## config.mk

```make
export PLATFORM = sky130hd
export DESIGN_NAME = lipsi_prog_loader
export DESIGN_NICKNAME = d
export VERILOG_FILES = /design/src/rtl/lipsi_prog_loader.sv
export SDC_FILE = /design/constraint.sdc
export NUM_CORES = 1
export LEC_CHECK = 0
export CORE_MARGIN = 2
export CORE_UTILIZATION = 50
export DETAILED_ROUTE_END_ITERATION = 8
export GPL_ROUTABILITY_DRIVEN = 0
export PLACE_DENSITY_LB_ADDON = 0.12
export SLEW_MARGIN = 20
export SYNTH_ARGS = -nofsm -noshare
export SYNTH_HDL_FRONTEND = slang
export SYNTH_SLANG_ARGS = --single-unit
```

## constraint.sdc

```tcl
create_clock -name i_clk -period 2.9 [get_ports i_clk]
set_clock_uncertainty 0.05 [all_clocks]
set_input_delay 0.58 -clock i_clk [delete_from_list [all_inputs] [get_ports i_clk]]
set_output_delay 0.58 -clock i_clk [all_outputs]
set_load 0.02 [all_outputs]
```

## src/rtl/lipsi_prog_loader.sv

```systemverilog
// lipsi_prog_loader: writes a framed, checksummed byte stream into Lipsi program memory and holds the core in reset until a load verifies
module lipsi_prog_loader #(
  parameter int ADDR_W    = 8,
  parameter int DATA_W    = 8,
  parameter int BASE_ADDR = 0
) (
  input  logic              i_clk,
  input  logic              i_rst_n,
  input  logic              i_start,
  input  logic              i_in_valid,
  input  logic [DATA_W-1:0] i_in_data,
  output logic              o_in_ready,
  output logic              o_mem_we,
  output logic [ADDR_W-1:0] o_mem_addr,
  output logic [DATA_W-1:0] o_mem_wdata,
  output logic              o_cpu_reset,
  output logic              o_busy,
  output logic              o_done,
  output logic              o_error,
  output logic [ADDR_W:0]   o_word_count
);
  typedef enum logic [2:0] {S_IDLE, S_LEN, S_DATA, S_CSUM, S_DONE, S_ERR} state_t;
  localparam logic [ADDR_W-1:0] L_BASE = ADDR_W'(BASE_ADDR);
  state_t              r_state, w_next;
  logic                r_in_ready, r_mem_we, r_cpu_reset, r_busy, r_done, r_error;
  logic [ADDR_W-1:0]   r_mem_addr, r_addr;
  logic [DATA_W-1:0]   r_mem_wdata, r_sum, r_rem;
  logic [ADDR_W:0]     r_word_count;
  logic                w_xfer, w_start, w_sum_ok;
  assign w_xfer   = i_in_valid & r_in_ready;
  assign w_start  = i_start & (r_state == S_IDLE || r_state == S_DONE || r_state == S_ERR);
  assign w_sum_ok = (r_sum + i_in_data) == '0;
  // next-state decode; start is only honoured while not loading
  always_comb begin
    w_next = r_state;
    case (r_state)
      S_IDLE, S_DONE, S_ERR: w_next = i_start ? S_LEN : r_state;
      S_LEN:  w_next = !w_xfer ? S_LEN : (i_in_data == '0 ? S_ERR : S_DATA);
      S_DATA: w_next = (w_xfer && r_rem == DATA_W'(1)) ? S_CSUM : S_DATA;
      S_CSUM: w_next = !w_xfer ? S_CSUM : (w_sum_ok ? S_DONE : S_ERR);
      default: w_next = S_IDLE;
    endcase
  end
  // state, registered handshake/status outputs and one-cycle-late memory write
  always_ff @(posedge i_clk or negedge i_rst_n) begin
    if (!i_rst_n) begin
      r_state      <= S_IDLE;
      r_in_ready   <= 1'b0;
      r_mem_we     <= 1'b0;
      r_mem_addr   <= L_BASE;
      r_mem_wdata  <= '0;
      r_cpu_reset  <= 1'b1;
      r_busy       <= 1'b0;
      r_done       <= 1'b0;
      r_error      <= 1'b0;
      r_word_count <= '0;
      r_addr       <= L_BASE;
      r_sum        <= '0;
      r_rem        <= '0;
    end else begin
      r_state    <= w_next;
      r_in_ready <= (w_next == S_LEN || w_next == S_DATA || w_next == S_CSUM);
      r_mem_we   <= (r_state == S_DATA) && w_xfer;
      if (w_start) begin
        r_busy       <= 1'b1;
        r_done       <= 1'b0;
        r_error      <= 1'b0;
        r_cpu_reset  <= 1'b1;
        r_word_count <= '0;
        r_addr       <= L_BASE;
        r_sum        <= '0;
      end
      if (r_state == S_LEN && w_xfer) begin
        r_rem <= i_in_data;
        if (i_in_data == '0) begin
          r_busy  <= 1'b0;
          r_error <= 1'b1;
        end
      end
      if (r_state == S_DATA && w_xfer) begin
        r_mem_addr   <= r_addr;
        r_mem_wdata  <= i_in_data;
        r_addr       <= r_addr + ADDR_W'(1);
        r_word_count <= r_word_count + (ADDR_W+1)'(1);
        r_sum        <= r_sum + i_in_data;
        r_rem        <= r_rem - DATA_W'(1);
      end
      if (r_state == S_CSUM && w_xfer) begin
        r_busy      <= 1'b0;
        r_done      <= w_sum_ok;
        r_error     <= !w_sum_ok;
        r_cpu_reset <= !w_sum_ok;
      end
    end
  end
  assign o_in_ready   = r_in_ready;
  assign o_mem_we     = r_mem_we;
  assign o_mem_addr   = r_mem_addr;
  assign o_mem_wdata  = r_mem_wdata;
  assign o_cpu_reset  = r_cpu_reset;
  assign o_busy       = r_busy;
  assign o_done       = r_done;
  assign o_error      = r_error;
  assign o_word_count = r_word_count;
endmodule

```

==> results of run 1 <==
layer usage:
| metal | GRT usage | share of wire | vias to the layer above |
|---|---|---|---|
| met5 | 0 | 0 | - |
| met4 | 0.0814 | 0.016 | 0 |
| met3 | 0.0449 | 0.049 | 13 |
| met2 | 0.380 | 0.47 | 68 |
| met1 | 0.318 | 0.46 | 1251 |
| li1 | - | - | 1248 |
Yosys cell counts (4+ instances only):
library cell,n,area share
nand3_1,20,0.034
nor2_1,12,0.015
nand4_1,7,0.015
o21ai_0,16,0.027
or3_1,4,0.0085
a21oi_1,16,0.027
dfrtp_1,57,0.48
and3_1,4,0.0085
o21ai_1,9,0.015
inv_1,9,0.011
clkbuf_1,6,0.0077
nand2_1,83,0.11
o211ai_1,4,0.010
ha_1,11,0.047
final cells by class:
type | instances | area (um2)
inverter | 10 | 38.8
sequential | 58 | 1450
clock inverter | 4 | 50.0
tap | 72 | 90.1
multi-input combinational | 239 | 1370
fill | 500 | 1920
timing repair buffer | 56 | 533
clock buffer | 12 | 155
cells by family (layout without fill, tap and decap cells):
logic type,after synthesis,in the layout
and+or+nand+nor,146,146
AOI/OAI and AO/OA,74,74
DFF,58,58
buffers and inverters,24,82
adders and majority gates,12,12
xor gates and xnor gates,5,5
muxes,2,2
sequential cells by signal (all words and copies together) (netlist names), 3 cells and up:
name and count:
r_state 3, o_mem_wdata 8, r_addr 8, r_rem 8, r_sum 8, o_mem_addr 8, o_word_count 9
where the power goes:
group / leakage, nW / total [W] / switching (W) / internal, W
Clock: 0.0986 / 0.000771 / 0.000328 / 0.000442
Sequential: 0.753 / 0.00126 / 0.000213 / 0.00104
Combinational: 0.912 / 0.00135 / 0.000766 / 0.000584
how the worst min path moves through the flow:
| stage | startpoint | to | depth (start not counted) |
|---|---|---|---|
| after global placement | o_mem_wdata[2]$_DFFE_PN0P_ | o_mem_wdata[2]$_DFFE_PN0P_ | 2 |
| after floorplan | i_rst_n | o_busy$_DFF_PN0_ | 0 |
| after CTS | i_rst_n | o_mem_wdata[2]$_DFFE_PN0P_ | 1 |
| final | i_rst_n | o_mem_wdata[2]$_DFFE_PN0P_ | 1 |
| after global routing | i_rst_n | o_mem_wdata[2]$_DFFE_PN0P_ | 1 |
| after detailed placement | o_mem_addr[6]$_DFFE_PN0P_ | o_mem_addr[6]$_DFFE_PN0P_ | 2 |
metrics by stage:
step,power (W),util
floorplan,0.00213,-
global route,0.00362,0.658
finish,0.00338,0.658
global placement,0.00254,0.621
CTS,0.00338,0.658
detailed placement,0.00260,0.621
==> reports/summary.txt, run 1 <==
Number of synthesized flops with an enable pin - 0
Commonest non-fill, non-tap cell in the layout - nand2_1
Root Buffer - clkbuf_8
Pwr/cell area - 916 nW/um2
Inserted Clock Buffers - 9
Unrepaired setup endpoints after global routing - no
CP Max Fanout - 3
Final hold vios - 0
Setup Buffers After CTS - 0
Compound-cell area share of the yosys netlist - 0.163
CTS clk-pin slew, worst paths - 70 ps
Leak pwr - 1.76 nW
CP Launch Point - i_in_data[0]
Syn_nets - 345
Critical Path End Type - flip-flop
Finished Cell Area - 3690 um2
Crit-path slowest cell - clkdlybuf4s50_1
Area grow syn2layout - 25.4%
Mux contribution to synthesized area - 0.00681
GRT Residual Overflow - 0
Startpoint Class - input port
Fin. max-slew vios - 0
Synth cell types - 53
Max stage delay on crit path - 430 ps
Worst Setup Slack, final - 145 ps
Final net count - 398
Placed standard-cell area - 3480 um2
Max Cap Viol - 0
Largest family of logic cells by synthesized area - simple AND/OR/NAND/NOR gates
Simple-Gate Fraction of Synth Area - 0.227
Die area - 6510 um2
Detailed Route WL - 6840 um
Gate Count Post-Synth - 321
Synth Register Bits - 58
Final Non-Filler Cells - 451
Register area share after synthesis - 0.494
Ports - 43
First DRT Iteration DRCs - 203
Largest net degree at the start of global routing - 49
Worst hold-check path type - input port to asynchronous set/reset pin
DR WL/cell - 15.2 um
R2R setup slack - 450 ps
Vias in the first global route - 2535
Die Width - 80.7 um
Period minus WS final - 2760 ps
Synth async-reset ratio - 1.00
Share of post-route cells with drive strength above 1 - 0.100
WP data arrival - 2980 ps
Worst vdd ir - 0.535 mV
Tot GR Track Use - 0.235
H-Tree Depth - 3
Reg-to-reg endpoint - o_done$_DFFE_PN0P_
CP Cell Sequence - clkdlybuf4s50_1 -> ha_1 -> fa_1 -> a211o_1 -> a21o_1 -> a221oi_2 -> nand4_2 -> nor3_2 -> a31o_1
Slew HR - 0.594
Worst slew pin tran - 610 ps
Vias/cell - 5.72
R2r startpoint - r_sum[0]$_DFFE_PN0P_
Last element of the critical path - o_done$_DFFE_PN0P_
Initial core utilization - 0.525
Main synth FF type - dfrtp_1
IO Port Bufs - 42
Synth Area in Adders - 0.0536
Clock tree buffer depth - 2
Post-synthesis xor/xnor area fraction - 0.0149
DP Cell Count - 435
Row count - 27
# diodes - 0
Global-route wire length before repair - 11800 um
Clk Latency, worst-skew pair - 340 ps
Levels on crit path - 9
CTS tree - done
Die height - 80.7 um
Remaining DRCs - 0
Critical path's top delay family - compound AO/OA/AOI/OAI gates
CTS Hold Bufs - 0
DR vias - 2580
Finish-stage setup viols - 0
Status - finished, final reports clean
Period Utilization, post-route - 0.950
1st-pass router iterations - 4
Avg Cell Area, Syn - 9.16 um2
Hold slack - 197 ps
Fmax - 363 MHz
Most frequent cells in the layout - 83 x nand2_1, 57 x dfrtp_1, 41 x clkdlybuf4s50_1
FF-to-FF path depth - 8
WP data required - 3120 ps
Core area - 5610 um2
Buf+Inv Stages, Crit Path - 1
Crit Path Class - input port to flip-flop
ANT nets after route - 0
Yosys synthesis warning count - 0
Clock sink count - 58
Post-Place Setup Slack - -186 ps
Post-CTS Resized - 0
Antenna violations before repair - 0
Mapped Area - 2940 um2
Setup tns final - 0 ps
Hpwl dp - 4770 um
No activity file was read; power rests on OpenSTA's default activity.
==> run 2, diff against run 1 <==
CORE_MARGIN = unset   (was 2)
SETUP_SLACK_MARGIN = 0.05   (was unset)
==> run 2 against run 1 <==
- non-clock buffer count decreased by 1
- final cell count decreased by 0.22%
- highest routed layer unchanged
- largest cell class unchanged
- sequential share of layout area increased by 0.30 points
- combinational power about the same
==> reports/summary.txt, run 2 (same netlist as run 1, synthesis figures left out) <==
WP data required - 3120 ps (about the same)
Vias in the first global route - 2396 (-5.5%)
CTS Hold Bufs - 0 (unchanged)
CP Max Fanout - 3 (unchanged)
CTS clk-pin slew, worst paths - 60 ps (about the same)
Antenna violations before repair - 0 (unchanged)
Worst vdd ir - 0.562 mV (+5.1%)
Max Cap Viol - 0 (unchanged)
Area grow syn2layout - 24.5%
DP Cell Count - 434 (-0.23%)
Die height - 78.7 um (-2.5%)
Clock tree buffer depth - 2 (unchanged)
GR Layer Usage met3 - 0.0460 (+0.00103)
Setup Buffers After CTS - 0 (unchanged)
Worst Setup Slack, final - 188 ps (+42.9 ps)
Largest net degree at the start of global routing - 59 (+20%)
Row count - 27 (unchanged)
Leak pwr - 1.75 nW (-0.48%)
Vias/cell - 5.53 (-3.3%)
Tot GR Track Use - 0.233 (-0.00187)
Status - finished, final reports clean
ANT nets after route - 0 (unchanged)
Root Buffer - clkbuf_8
CTS tree - done
1st-pass router iterations - 5 (+1)
Slew HR - 0.512 (-0.0820)
Core area - 5570 um2 (-0.60%)
Post-CTS Resized - 0 (unchanged)
Reg-to-reg endpoint - o_done$_DFFE_PN0P_
Met2 GRT Util - 0.348 (-0.0322)
FF-to-FF path depth - 8 (unchanged)
Global-route wire length before repair - 11200 um (-5.4%)
Pwr/cell area - 907 nW/um2 (-0.95%)
WP data arrival - 2930 ps (-50 ps)
Final hold vios - 0 (unchanged)
R2R setup slack - 510 ps (+60 ps)
# diodes - 0 (unchanged)
GRT busiest layer - met2
Period minus WS final - 2710 ps (-42.9 ps)
Commonest non-fill, non-tap cell in the layout - nand2_1
Met1 Usage GRT - 0.322 (+0.00450)
GRT Residual Overflow - 0 (unchanged)
DR WL/cell - 14.2 um (-6.3%)
Crit Path Class - input port to flip-flop
First DRT Iteration DRCs - 202 (-0.49%)
Initial core utilization - 0.528 (+0.00318)
Final net count - 397 (-0.25%)
Clock sink count - 58 (unchanged)
Worst hold-check path type - input port to asynchronous set/reset pin
Post-Place Setup Slack - -193 ps (-6.48 ps)
Inserted Clock Buffers - 9 (unchanged)
Fin. max-slew vios - 0 (unchanged)
Unrepaired setup endpoints after global routing - no
Period Utilization, post-route - 0.935 (-0.0148)
Hpwl dp - 4390 um (-7.9%)
Finish-stage setup viols - 0 (unchanged)
Fmax - 369 MHz (+1.6%)
Startpoint Class - input port
Clk Latency, worst-skew pair - 330 ps (about the same)
R2r startpoint - r_sum[0]$_DFFE_PN0P_
IO Port Bufs - 42 (unchanged)
Max reg flops - 9 (unchanged)
Critical Path End Type - flip-flop
Ports - 43 (unchanged)
Die area - 6190 um2 (-4.9%)
Core Util, Final - 0.657 (-0.000952)
DR vias - 2490 (-3.5%)
Die Width - 78.7 um (-2.5%)
Detailed Route WL - 6390 um (-6.5%)
Share of post-route cells with drive strength above 1 - 0.0926 (-0.00767)
Final Non-Filler Cells - 450 (-0.22%)
Hold slack - 338 ps (+142 ps)
Remaining DRCs - 0 (unchanged)
Most frequent cells in the layout - 83 x nand2_1, 57 x dfrtp_1, 41 x clkdlybuf4s50_1
H-Tree Depth - 3 (unchanged)
Worst slew pin tran - 733 ps (+123 ps)
## run 2: final cells by class
type	instances	area [um2]
fill	468	1910
timing repair buffer	55	513
tap	72	90.1
clock inverter	2	35.0
multi-input combinational	239	1370
clock buffer	14	163
inverter	10	38.8
sequential	58	1450
## run 2: worst max-delay path by stage
| stage | slack (ps) | end | depth (start not counted) | startpoint |
|---|---|---|---|---|
| 2_1_floorplan | 440 | o_done$_DFFE_PN0P_ | 8 | i_in_data[0] |
| 3_3_place_gp | -100 | o_done$_DFFE_PN0P_ | 9 | i_in_data[0] |
| 3_5_place_dp | -190 | o_error$_DFF_PN0_ | 9 | i_in_data[0] |
| 4_1_cts | 170 | o_done$_DFFE_PN0P_ | 9 | i_in_data[0] |
| 5_1_grt | 90 | o_error$_DFF_PN0_ | 9 | i_in_data[0] |
| 6_report | 190 | o_done$_DFFE_PN0P_ | 9 | i_in_data[0] |
## run 2: through the flow
step / power, W / instance area, um2 / setup TNS (ps)
2_1_floorplan: 0.00213 / 2940 / 0
3_3_place_gp: 0.00254 / 3460 / -317
3_5_place_dp: 0.00259 / 3460 / -634
4_1_cts: 0.00333 / 3660 / 0
5_1_grt: 0.00357 / 3660 / 0
6_report: 0.00332 / 3660 / 0
## run 2: layer usage
layer	up-vias	wire length, um
met5	-	0
met4	0	92
met3	8	294
met2	62	2860
met1	1177	3150
li1	1243	-
## run 2: report_power, final
group	switching (W)	internal (W)	total, W
Clock	0.000302	0.000444	0.000746
Combinational	0.000747	0.000579	0.00133
Sequential	0.000204	0.00104	0.00125
Total	0.00125	0.00207	0.00332
## run 2: worst max-delay path, cell delays in order
cell and delay [ps]:
clkdlybuf4s50_1 430, ha_1 240, fa_1 410, a211o_1 310, a21o_1 190, a221oi_2 230
nand4_2 150, nor3_2 250, a31o_1 130
